File: config.mk
export PLATFORM = sky130hd
export DESIGN_NAME = if_fetch_unit
export DESIGN_NICKNAME = d
export VERILOG_FILES = /design/src/rtl/if_fetch_unit.sv
export SDC_FILE = /design/constraint.sdc
export NUM_CORES = 1
export LEC_CHECK = 0
export CORE_ASPECT_RATIO = 0.6
export CORE_MARGIN = 1.5
export CORE_UTILIZATION = 25
export DETAILED_ROUTE_END_ITERATION = 7
export GPL_TIMING_DRIVEN = 0
export HOLD_SLACK_MARGIN = 0.03
export PLACE_DENSITY_LB_ADDON = 0.1
export RECOVER_POWER = 25
export SLEW_MARGIN = 10
export SYNTH_ARGS = -nofsm -noshare
export SYNTH_HDL_FRONTEND = slang
export SYNTH_SLANG_ARGS = --single-unit
File: constraint.sdc
create_clock -name clk -period 2.8 [get_ports clk]
set_input_delay 0.42 -clock clk [delete_from_list [all_inputs] [get_ports clk]]
set_output_delay 0.42 -clock clk [all_outputs]
set_load 0.05 [all_outputs]
File: src/rtl/if_fetch_unit.sv
// rtl/if_fetch_unit.sv - instruction fetch stage with one-outstanding imem request and redirect handling
module if_fetch_unit #(
  parameter int                 I_SIZE   = 32,
  parameter int                 AD_SIZE  = 32,
  parameter logic [AD_SIZE-1:0] RESET_PC = '0,
  parameter logic [AD_SIZE-1:0] PC_INC   = AD_SIZE'(4)
) (
  input  logic               clk,
  input  logic               rst,
  input  logic               PC_write,
  input  logic               redirect,
  input  logic [AD_SIZE-1:0] redirect_pc,
  output logic               imem_req,
  output logic [AD_SIZE-1:0] imem_addr,
  input  logic               imem_rvalid,
  input  logic [I_SIZE-1:0]  imem_rdata,
  output logic [I_SIZE-1:0]  im_Instruction,
  output logic [AD_SIZE-1:0] pc,
  output logic               if_valid,
  output logic               IF_flush
);

  // FETCH issues, WAIT awaits the response, HOLD keeps a stalled word,
  // DROP swallows a response that belongs to a squashed path.
  typedef enum logic [1:0] {
    S_FETCH = 2'd0,
    S_WAIT  = 2'd1,
    S_HOLD  = 2'd2,
    S_DROP  = 2'd3
  } state_t;

  state_t             state;
  state_t             state_next;
  logic [AD_SIZE-1:0] pc_reg;
  logic [AD_SIZE-1:0] pc_next;
  logic [I_SIZE-1:0]  buf_instr;
  logic [I_SIZE-1:0]  buf_next;
  logic               present_mem;
  logic               present_buf;

  // State, PC and stall buffer registers with synchronous active-low reset.
  always_ff @(posedge clk) begin
    if (!rst) begin
      state     <= S_FETCH;
      pc_reg    <= RESET_PC;
      buf_instr <= '0;
    end else begin
      state     <= state_next;
      pc_reg    <= pc_next;
      buf_instr <= buf_next;
    end
  end

  // Next-state logic; a redirect always overrides the hazard unit's PC_write.
  always_comb begin
    state_next  = state;
    pc_next     = pc_reg;
    buf_next    = buf_instr;
    present_mem = 1'b0;
    present_buf = 1'b0;

    case (state)
      S_FETCH: begin
        // The request goes out this cycle regardless, so a redirect here
        // leaves a wrong-path response in flight that must be dropped.
        state_next = redirect ? S_DROP : S_WAIT;
      end

      S_WAIT: begin
        if (imem_rvalid) begin
          if (redirect) begin
            state_next = S_FETCH;
          end else begin
            present_mem = 1'b1;
            if (PC_write) begin
              pc_next    = pc_reg + PC_INC;
              state_next = S_FETCH;
            end else begin
              buf_next   = imem_rdata;
              state_next = S_HOLD;
            end
          end
        end else if (redirect) begin
          state_next = S_DROP;
        end
      end

      S_HOLD: begin
        if (redirect) begin
          state_next = S_FETCH;
        end else begin
          present_buf = 1'b1;
          if (PC_write) begin
            pc_next    = pc_reg + PC_INC;
            state_next = S_FETCH;
          end
        end
      end

      S_DROP: begin
        if (imem_rvalid) begin
          state_next = S_FETCH;
        end
      end

      default: begin
        state_next = S_FETCH;
      end
    endcase

    if (redirect) begin
      pc_next = redirect_pc;
    end
  end

  // Outputs toward imem and IF/ID; everything is forced quiet while in reset.
  always_comb begin
    imem_req       = rst && (state == S_FETCH);
    imem_addr      = pc_reg;
    pc             = pc_reg;
    if_valid       = rst && (present_mem || present_buf);
    IF_flush       = rst && redirect;
    im_Instruction = '0;
    if (rst && present_mem) begin
      im_Instruction = imem_rdata;
    end else if (rst && present_buf) begin
      im_Instruction = buf_instr;
    end
  end

endmodule

==> results.yml <==
outcome:
  status: "complete, no violations"
clock_tree:
  clockBufferDepth: 2
  cts_root_buf: "clkbuf_16"
  cts_tree: "done"
  cts_buffers: 9
  clock_sinks: 66
  clock_latency_ns: 0.33
  clkTransAtPathRegs_ns: 0.05
  cts_setup_buffers: 0
  htree_levels: 3
worst_setup_path:
  critPathMaxFanout: 10
  ff2ff_setup_slack_ns: 0.74
  reg2reg_depth: 7
  crit_start: "redirect"
  required_ns: 2.38
  r2r_start: "state[0]"
  worstReg2RegEnd: "imem_addr[16]"
  endpoint: "im_Instruction[21]"
  crit_type: "input port to output pin"
  endpoint_kind: "output pin"
  start_kind: "input port"
  crit_arrival_ns: 2.25
drt:
  drt-wirelength-per-cell_um: 15.5
  drt-initial-drc-count: 176
  dr_wl_met3_um: 755
  drc: 0
  drt-met1-wl_mm: 6.93
  vias_per_cell: 4.53
  ant_nets: 0
  wl_mm: 12.9
  route.met2.wl_mm: 5.12
  num_vias: 3779
  highest_layer: "met4"
  dr.pass1.iters: 4
global_routing:
  grt_start_max_net_pins: 11
  antenna_found_initial: 1
  grt_pass1_wl_mm: 20.0
  grt_pass1_vias: 3693
  grt_overflow: 0
  track_usage: 0.165
logic_synthesis:
  postSynthCellCount: 453
  ys_types: 43
  synthTopCellsByCount: "nand2_1 (92), dfxtp_1 (66), a21boi_0 (32), a22o_1 (32), buf_4 (32)"
  synth_largest_area_cell: "dfxtp_1"
  synth_edf_count: 0
  synth_ff_type: "dfxtp_1"
  yosysTopAreaCellShare: 0.356
  synthArstFlopShare: 0
  synth.most_common_cell: "nand2_1"
  ys_warn_count: 0
  syn_nets: 523
  synth-seq-cells: 66
  synthTopCellsByArea: "dfxtp_1 (36%), nand2_1 (9.3%), a22o_1 (7.5%), a21boi_0 (6.5%), buf_4 (6.5%)"
  netlist_area_mm2: 0.00371
  ys_seq_area_frac: 0.356
  avgSynthCellArea_um2: 8.20
hold_path:
  hp-class: "register to register"
floorplan:
  die_w_um: 160
  core-area_mm2: 0.0145
  row_count: 34
  initial_core_util: 0.256
  die_h_um: 97.4
  die-area_mm2: 0.0156
  io_pins: 168
cells_and_area:
  layout.nets: 701
  area_growth_pct: 61.2
  drive_gt1_frac: 0.154
  final_cell_count_no_fill: 834
  fin_util: 0.413
power:
  power_mw: 2.93
  power_leakage_nw: 2.15
  vdd_ir_drop_max_v: 0.000267
  power.density_mw_per_mm2: 489
sta:
  worst_pin_slew_ns: 0.806
  slew_headroom: 0.457
  drv_slew: 0
  final_hold_viol_count: 0
  fin_skew_ns: 0.00627
  clock.fmax_mhz: 375
  setup_viol: 0
  rsz0062_at_grt: "false"
  period_share: 0.953
  finalCriticalPeriod_ns: 2.67
job:
  drv_cap: 0
placement:
  place.gp.congestion: 0.780
  placed_cells: 818
  hpwl_mm: 10.1
  port_buffers: 167
## kinds of logic after synthesis
logic type	Yosys count	synth area share
buf+inv	66	0.103
xor+xnor	26	0.0613
simple gates	161	0.220
fa+ha+maj	1	0.00337
mux	6	0.0162
flops	66	0.356
compound gates	127	0.240
## what timing repair did
item / 4_1_cts / 5_1_grt
endpoints found under the setup margin: 35 / 30
gates resized for setup: 110 / 6
hold buffers: 0 / 0
pin swaps: 0 / 0
## cell usage in the layout (no fill, tap or decap), types with 5 or more instances in the layout
cell	n
nand2_1	91
clkdlybuf4s50_1	113
a21boi_0	32
xor2_1	6
nor4_1	5
nand3_1	7
a21oi_1	22
o21ai_0	29
buf_4	32
a22o_1	32
dlygate4sd3_1	19
and2_1	6
xnor2_1	20
nor2_1	10
clkdlybuf4s15_2	29
clkbuf_16	9
clkbuf_4	5
nand4_1	10
mux2i_1	6
dfxtp_1	66
clkbuf_1	22
## metrics by stage
step | setup slack, ns | cell area (um2) | hold WS, ns | setup TNS (ns)
after detailed placement | -0.946 | 5630 | 0.457 | -27.33
final | 0.132 | 5980 | 0.463 | 0
after global routing | 0.0190 | 5980 | 0.489 | 0
after floorplan | 0.568 | 3710 | 0.443 | 0
after global placement | -0.926 | 5630 | 0.450 | -26.61
after CTS | 0.00144 | 6000 | 0.464 | 0
## final cells by class
| type | instances | area, um2 |
|---|---|---|
| fillers | 1451 | 8520 |
| multi-input cells | 321 | 2000 |
| repair buffers | 167 | 1710 |
| flip-flops and latches | 66 | 1320 |
| plain buffers | 61 | 378 |
| clock buffers | 13 | 270 |
| well taps | 198 | 248 |
| clock inverters | 2 | 35.0 |
| inverters | 5 | 20.0 |
| diodes | 1 | 2.50 |
## sequential cells by signal (all words and copies together) (netlist names)
signal     cells
buf_instr     32
imem_addr     32
state          2
## how the worst min path moves through the flow
| stage | start | end | cells past startpoint |
|---|---|---|---|
| after floorplan | buf_instr[17] | buf_instr[17] | 2 |
| after global placement | buf_instr[2] | buf_instr[2] | 2 |
| after detailed placement | buf_instr[1] | buf_instr[1] | 2 |
| after CTS | buf_instr[1] | buf_instr[1] | 2 |
| after global routing | buf_instr[12] | buf_instr[12] | 2 |
| final | buf_instr[30] | buf_instr[30] | 2 |
## routing by layer
layer	GRT usage	vias to the layer above
li1	-	1920
met1	0.252	1753
met2	0.224	98
met3	0.0435	8
met4	0.0388	0
met5	0	-
## report_power, final
part | internal, mW | switching (mW) | total (mW)
Clock | 0.756 | 0.408 | 1.16
Combinational | 0.300 | 0.422 | 0.722
Sequential | 0.983 | 0.0570 | 1.04
## worst max-delay path, stage by stage
cell	delay (ns)
clkdlybuf4s50_1	0.57
clkinv_2	0.20
nand2_4	0.17
nor2_4	0.08
clkbuf_4	0.21
a22o_1	0.26
clkdlybuf4s15_2	0.33
Power figures use the tool's default switching activity.
